File: src/rtl/pulse_rx_counter.sv
// -----------------------------------------------------------------------------
// pulse_rx_counter
//
// Counts rising edges on an asynchronous pulse input while the gate FSM is in
// S_RUN. On request the count is snapshotted and streamed MSB byte first over a
// byte-wide req/ack handshake.
//
// Optional feature: define PULSE_RX_DEADTIME_EN to ignore edges for P_DEADTIME
// cycles after every counted edge. Without the macro every qualified edge
// counts and P_DEADTIME has no effect.
//
// Parameters
//   P_CNT_W     counter width, multiple of 8 in 8..32 (N_BYTES = P_CNT_W/8)
//   P_DEADTIME  edge lockout length in cycles (>= 1)
//
// Ports
//   clk            system clock
//   rst_n          asynchronous active-low reset
//   pulse_in       asynchronous pulse input
//   run            level, leave S_IDLE and start counting
//   clr            level, stop counting and zero the counter (wins over run)
//   rd_start       one-cycle request to snapshot and stream the count
//   cnt_byte_req   byte valid toward the consumer
//   cnt_byte_ack   consumer accepts the current byte (same cycle as req)
//   cnt_byte_data  current byte, MSB byte first, 0 while req is low
//   running        gate FSM is in S_RUN
//   saturated      counter is at its maximum (combinational)
//   rd_busy        readout in progress
// -----------------------------------------------------------------------------
module pulse_rx_counter #(
  parameter int P_CNT_W    = 32,
  parameter int P_DEADTIME = 4
) (
  input  logic       clk,
  input  logic       rst_n,
  input  logic       pulse_in,
  input  logic       run,
  input  logic       clr,
  input  logic       rd_start,
  output logic       cnt_byte_req,
  input  logic       cnt_byte_ack,
  output logic [7:0] cnt_byte_data,
  output logic       running,
  output logic       saturated,
  output logic       rd_busy
);

  localparam int N_BYTES = P_CNT_W / 8;
  localparam int IDX_W   = (N_BYTES > 1) ? $clog2(N_BYTES) : 1;
  localparam logic [IDX_W-1:0]   IDX_LAST = IDX_W'(N_BYTES - 1);
  localparam logic [P_CNT_W-1:0] CNT_MAX  = '1;

  if ((P_CNT_W % 8) != 0 || P_CNT_W < 8 || P_CNT_W > 32 || P_DEADTIME < 1) begin : g_param_check
    $error("pulse_rx_counter: unsupported P_CNT_W/P_DEADTIME");
  end

  typedef enum logic {S_IDLE = 1'b0, S_RUN = 1'b1} gate_t;
  typedef enum logic {RD_IDLE = 1'b0, RD_SEND = 1'b1} rd_t;

  // Select byte i (0 = least significant) of a counter-wide value.
  function automatic logic [7:0] byte_of(input logic [P_CNT_W-1:0] v,
                                         input logic [IDX_W-1:0]   i);
    byte_of = '0;
    for (int b = 0; b < N_BYTES; b++) begin
      if (i == IDX_W'(b)) byte_of = v[b*8 +: 8];
    end
  endfunction

  logic               s1, s2, s3;
  logic               rise;
  gate_t              state, state_nxt;
  logic               count_en;
  logic               locked;
  logic               inc;
  logic [P_CNT_W-1:0] counter;

  rd_t                rd_state, rd_nxt;
  logic [P_CNT_W-1:0] snapshot, snap_nxt;
  logic [IDX_W-1:0]   idx, idx_nxt;
  logic [7:0]         data_nxt;
  logic               req_nxt;
  logic               xfer;

  // ---- input synchronizer and edge detect ----
  always_ff @(posedge clk or negedge rst_n) begin
    if (!rst_n) begin
      s1 <= 1'b0;
      s2 <= 1'b0;
      s3 <= 1'b0;
    end else begin
      s1 <= pulse_in;
      s2 <= s1;
      s3 <= s2;
    end
  end

  assign rise = s2 & ~s3;

  // ---- gate FSM ----
  always_ff @(posedge clk or negedge rst_n) begin
    if (!rst_n) state <= S_IDLE;
    else        state <= state_nxt;
  end

  always_comb begin
    state_nxt = state;
    case (state)
      S_IDLE:  if (run && !clr) state_nxt = S_RUN;
      S_RUN:   if (clr)         state_nxt = S_IDLE;
      default: state_nxt = S_IDLE;
    endcase
  end

  always_comb begin
    running  = (state == S_RUN);
    count_en = (state == S_RUN) && !clr;
  end

  // ---- optional edge lockout ----
`ifdef PULSE_RX_DEADTIME_EN
  localparam int LOCK_W = $clog2(P_DEADTIME + 1);
  logic [LOCK_W-1:0] lock;

  assign locked = (lock != '0);

  always_ff @(posedge clk or negedge rst_n) begin
    if (!rst_n)      lock <= '0;
    else if (clr)    lock <= '0;
    else if (inc)    lock <= LOCK_W'(P_DEADTIME);
    else if (locked) lock <= lock - LOCK_W'(1);
  end
`else
  assign locked = 1'b0;
`endif

  // ---- counter ----
  assign saturated = (counter == CNT_MAX);
  assign inc       = count_en & rise & ~locked & ~saturated;

  always_ff @(posedge clk or negedge rst_n) begin
    if (!rst_n)   counter <= '0;
    else if (clr) counter <= '0;
    else if (inc) counter <= counter + P_CNT_W'(1);
  end

  // ---- readout FSM ----
  // req is high exactly while in RD_SEND, so ack alone would suffice; the
  // explicit AND keeps the transfer condition readable.
  assign xfer = cnt_byte_req & cnt_byte_ack;

  always_ff @(posedge clk or negedge rst_n) begin
    if (!rst_n) begin
      rd_state      <= RD_IDLE;
      snapshot      <= '0;
      idx           <= '0;
      cnt_byte_req  <= 1'b0;
      cnt_byte_data <= '0;
      rd_busy       <= 1'b0;
    end else begin
      rd_state      <= rd_nxt;
      snapshot      <= snap_nxt;
      idx           <= idx_nxt;
      cnt_byte_req  <= req_nxt;
      cnt_byte_data <= data_nxt;
      rd_busy       <= req_nxt;
    end
  end

  always_comb begin
    rd_nxt = rd_state;
    case (rd_state)
      RD_IDLE: if (rd_start)             rd_nxt = RD_SEND;
      RD_SEND: if (xfer && idx == '0)    rd_nxt = RD_IDLE;
      default: rd_nxt = RD_IDLE;
    endcase
  end

  // Data is registered: the byte that will be presented next cycle is chosen
  // here, so the snapshot taken on rd_start feeds the first byte directly.
  always_comb begin
    snap_nxt = snapshot;
    idx_nxt  = idx;
    data_nxt = cnt_byte_data;
    case (rd_state)
      RD_IDLE: begin
        if (rd_start) begin
          snap_nxt = counter;
          idx_nxt  = IDX_LAST;
          data_nxt = byte_of(counter, IDX_LAST);
        end
      end
      RD_SEND: begin
        if (xfer) begin
          if (idx == '0) begin
            data_nxt = '0;
          end else begin
            idx_nxt  = idx - IDX_W'(1);
            data_nxt = byte_of(snapshot, idx - IDX_W'(1));
          end
        end
      end
      default: data_nxt = '0;
    endcase
    req_nxt = (rd_nxt == RD_SEND);
  end

endmodule

File: config.mk
export PLATFORM = sky130hd
export DESIGN_NAME = pulse_rx_counter
export DESIGN_NICKNAME = d
export VERILOG_FILES = /design/src/rtl/pulse_rx_counter.sv
export SDC_FILE = /design/constraint.sdc
export NUM_CORES = 1
export LEC_CHECK = 0
export ABC_AREA = 1
export ABC_CLOCK_PERIOD_IN_PS = 1800
export CORE_ASPECT_RATIO = 0.7
export CORE_MARGIN = 2
export CORE_UTILIZATION = 45
export CTS_CLUSTER_DIAMETER = 30
export DETAILED_ROUTE_END_ITERATION = 7
export REMOVE_ABC_BUFFERS = 1
export SETUP_SLACK_MARGIN = 0.15
export SLEW_MARGIN = 20
export SYNTH_ARGS = -nofsm -noshare
export SYNTH_HDL_FRONTEND = slang
export SYNTH_SLANG_ARGS = --single-unit
export TNS_END_PERCENT = 10
File: constraint.sdc
create_clock -name clk -period 1.8 [get_ports clk]
set_input_delay 0.36 -clock clk [delete_from_list [all_inputs] [get_ports clk]]
set_output_delay 0.36 -clock clk [all_outputs]
set_load 0.01 [all_outputs]
After elaboration in Yosys (flattened, before gate mapping):

Index checks and enable logic that the tools add are counted.

* output and inout bits: 12
* logic and storage cells: 56
* flip-flop bits (word level): 79
* bits of input ports: 7

* $add $sub $neg: 2
* eq/ne operators: 7
* muxes and demuxes: 20
* bitwise gates (word level): 8
* reductions and logical operators: 10

Operator list (count)
* two-way mux 32 bit: 2
* two-way mux 8 bit: 7
* adder 32 x 1 -> 32 bit, second input constant: 1
* equality test 32 bit, second input constant: 1
* case mux 8 bit (2 select lines): 1
* two-way mux 2 bit: 3
* bitwise AND 1 bit: 4
* equality test 2 bit, second input constant: 2
* zero test 2 bit: 2
* two-way mux 1 bit: 4
* inequality test 2 bit, second input constant: 2
* inverter 1 bit: 4
* case mux 1 bit (2 select lines): 2
* case mux 2 bit (2 select lines): 1
* AND reduction 2 bit: 2
* logical AND 1 bit: 3
* AND reduction 3 bit: 1
* equality test 2 x 1 -> 1 bit, second input constant: 1
* inequality test 2 x 1 -> 1 bit, second input constant: 1
* nonzero test 2 bit: 1
* subtractor 2 x 1 -> 2 bit, second input constant: 1
* zero test 1 bit: 1

Longest topological paths before layout:

* word-level depth: 9
* mapped depth: 10
* gate-level depth less buffers: 10

Least setup slack after synthesis:

Ideal clock, no wire load.

* path type: register -> output
* from: register counter[0]
* to: output port saturated
* required time: 1440 ps
* path buffers: 0
* data arrival time: 1422 ps
* slack: 18 ps
* stages on the path, launching flop included: 6
* cell sequence: dfrtp_1 > ha_1 > inv_2 > nor2_4 > nand2_4 > nor4_1

* word-level cells in the longest chain between the ends: 1

Ends and longest elaborated chain
* start, declared: line 75 `logic [P_CNT_W-1:0] counter;`
* start signal, assigned: line 143 `else if (inc) counter <= counter + P_CNT_W'(1);`
* equality test 32 bit: line 137 `assign saturated = (counter == CNT_MAX);`
* end, declared: line 44 `output logic saturated,`

No other way between the ends.

Worst setup path in the final report:

* from: register counter[25]
* to: output port saturated

Same word-level chain as after synthesis.

==> out/summary.txt <==
Largest family of logic cells by synthesized area: simple AND/OR/NAND/NOR gates
Register area: 1980 µm²
Compound-gate portion of the synthesized area: 0.0942
Cell count after synthesis: 592
Failing checks: negative setup slack
Comb pwr share: 0.248
Sw frac: 0.305
Via/cell ratio: 5.36
Post-synthesis cell type count: 30
Post-synth top area share: 0.457
Dpl cells: 784
EDFF count, synth: 0
Int Power: 3.50 mW
Initial drt markers: 331
Synth area leaders: dfrtp_1 46%, nand2_1 17%, nand3_1 6.1%
Final RePlAce weighted congestion: 0.915
H-tree lvl count: 3
CP Max Fanout: 2
Critical path endpoint category: primary output
Reg power frac: 0.395
Final setup margin: -0.0402 ns
Routed vias: 4323
Clock-pin slew on the worst setup and hold paths: 0.06 ns
Worst-Margin Slew: 0.560 ns
Total CTS buffers: 9
Clk_lat worst skew: 0.34 ns
CTS Hold Bufs: 0
Pleak: 2.74 nW
Clock power frac: 0.358
Worst hold path type: input pin to async pin
Fillers: 809
Post-synthesis xor/xnor area fraction: 0.0202
Tightest hold margin: 0.0169 ns
Syn Std Cell Area: 4330 µm²
Syn avg cell area: 7.31 µm²
Adder-Cell Fraction of Synth Area: 0.0173
Root buffer cell: clkbuf_16
Area grow syn2layout: 36.3%
Final nets: 692
Post-synthesis mux area share: 0
Most frequent cell after synthesis: nand2_1
Final wirelength: 13000 µm
Setup CP Type: flop to primary output
Max Cap Violations: 0
Multi-input gate area: 2400 µm²
P_sw: 1.53 mW
Pwr dens: 854 nW/µm²
Final clock skew: 0.00341 ns
Slew Limit Fails: 0
Row count: 29
Vias in the first global route: 4168
Final Cycle Share: 1.02
Min cycle time layout: 1.84 ns
Largest net degree at the start of global routing: 51
Antenna Nets Post-Route: 0
Simple-gate share of the synthesized area: 0.345
Post-route insts no fill: 807
RSZ-0062 raised after global routing: true
#FFs+latches synth: 79
Antenna diode count: 0
Share of layout cells above drive strength 1: 0.264
Top_reg_cell synth: dfrtp_1
Ys async rst share: 1.00
IO Port Bufs: 18
Max-Slew Margin vs Limit: 0.626
Die H: 86.1 µm
Die ar.: 10400 µm²
CTS tree: built
DP HPWL: 9240 µm
Status: complete, but fails checks
Path depth of the worst reg2reg path: 10
Commonest cells post-synth: 197 x nand2_1, 79 x dfrtp_1, 68 x nor2_1, 53 x nand3_1, 43 x inv_1
Area leader, netlist: dfrtp_1
Core ar.: 9220 µm²
Dpl cell area: 5160 µm²
GRT overflow: 0
Io pins: 19
DRC Markers: 0
Final Power: 5.04 mW
WP data required: 1.44 ns
Max Freq: 543 MHz
Final Hold Vio Count: 0
Initial antenna violation count: 0
First-pass GRT wire length: 21100 µm
Die Wd: 121 µm
Register area share after synthesis: 0.457
Arr. time, crit path: 1.48 ns
Clk buf depth: 2
Max IR drop VDD: 525 µV
Initial Util: 0.470
WL/cell: 16.1 µm
Final instance area: 5900 µm²
Synthesis Warnings: 0
Startpoint Class: flop
DRT Pass-1 Iters: 5
Total Routing Usage GR: 0.264
CTS sink count: 79
Final setup viols: 1
[critical path: stages (launching register included)]
cell,delay [ns]
dfrtp_1,0.36
nand2_2,0.09
nor2_4,0.16
nand2_4,0.08
nor4_4,0.27
buf_2,0.17
[power by group through the flow]
| stage | Clock (mW) | Sequential [mW] | Combinational [mW] |
|---|---|---|---|
| after floorplan | 0 | 2.06 | 0.576 |
| after global placement | 0 | 2.01 | 1.14 |
| after detailed placement | 0 | 2.02 | 1.16 |
| after global routing | 1.92 | 2.01 | 1.41 |
| final | 1.80 | 1.99 | 1.25 |
| after CTS | 1.85 | 1.99 | 1.17 |
[flip-flops by register name (all words and copies together) (netlist names)]
register	flops
counter	32
snapshot	32
cnt_byte_data	8
idx	2
rd_state	1
running	1
s1	1
s2	1
s3	1
[logic make-up (layout without fill, tap and decap cells)]
family | after synthesis | after routing
xor gates and xnor gates | 10 | 10
and+or+nand+nor | 352 | 352
DFF | 79 | 79
adders and majority gates | 6 | 6
AOI/OAI and AO/OA | 76 | 76
buffers and inverters | 69 | 160
[stage by stage]
stage                     setup WS [ns]  utilization  TNS (ns)
final                           -0.0402        0.640   -0.0402
after CTS                       -0.0365        0.601   -0.0365
after global routing             -0.145        0.640    -0.161
after global placement           -0.258        0.560    -0.290
after floorplan                  -0.558            -    -22.49
after detailed placement         -0.256        0.560    -0.604
[cell usage in the layout (no fill, tap or decap), drive strengths merged]
cell type      Yosys  routed
dlygate4sd2        0       2
buf                7      82
nand3             53      53
bufinv             0       1
clkbuf            17      12
dlymetal6s2s       0       1
o21ai             40      40
or2                2       2
inv               45      45
nand4             20      20
clkinv             0       2
nor2              72      72
dfrtp             79      79
ha                 6       6
nor3b              1       1
xor2               8       8
a32oi              1       1
a22oi              8       8
nor4               1       1
nand2            202     202
clkinvlp           0       2
a21oi             27      27
clkdlybuf4s50      0      13
xnor2              2       2
nor3               1       1
[worst paths after layout]
path	end	slack, ns	startpoint
worst max-delay path	saturated	-0.04	counter[25]
worst min-delay path	rd_state	0.02	rst_n
worst max register to register	counter[24]	0.11	counter[0]
worst min register to register	s2	0.35	s1
max in group asynchronous	counter[29]	1.22	rst_n
min in group clk	s2	0.35	s1
[area by class of cell]
class,instances,share of cell area
clock buffer,10,0.0405
timing repair buffer,100,0.153
tap,124,0.0263
multi-input combinational,444,0.407
clock inverter,5,0.00997
inverter,45,0.0286
sequential,79,0.335
[routing by layer]
| metal | vias up | track usage | wire, µm |
|---|---|---|---|
| li1 | 2094 | - | - |
| met1 | 2069 | 0.378 | 6350 |
| met2 | 142 | 0.408 | 5580 |
| met3 | 18 | 0.0572 | 876 |
| met4 | 0 | 0.0690 | 186 |
| met5 | - | 0 | 0 |
[repair_timing]
action | in CTS | in global routing
gates resized for setup | 26 | 68
setup buffers | 3 | 3
gates cloned | 0 | 2
endpoints found under the setup margin | 40 | 42
endpoints found under the hold margin | 0 | 0
pin swaps | 12 | 35
No activity file was read; power rests on OpenSTA's default activity.
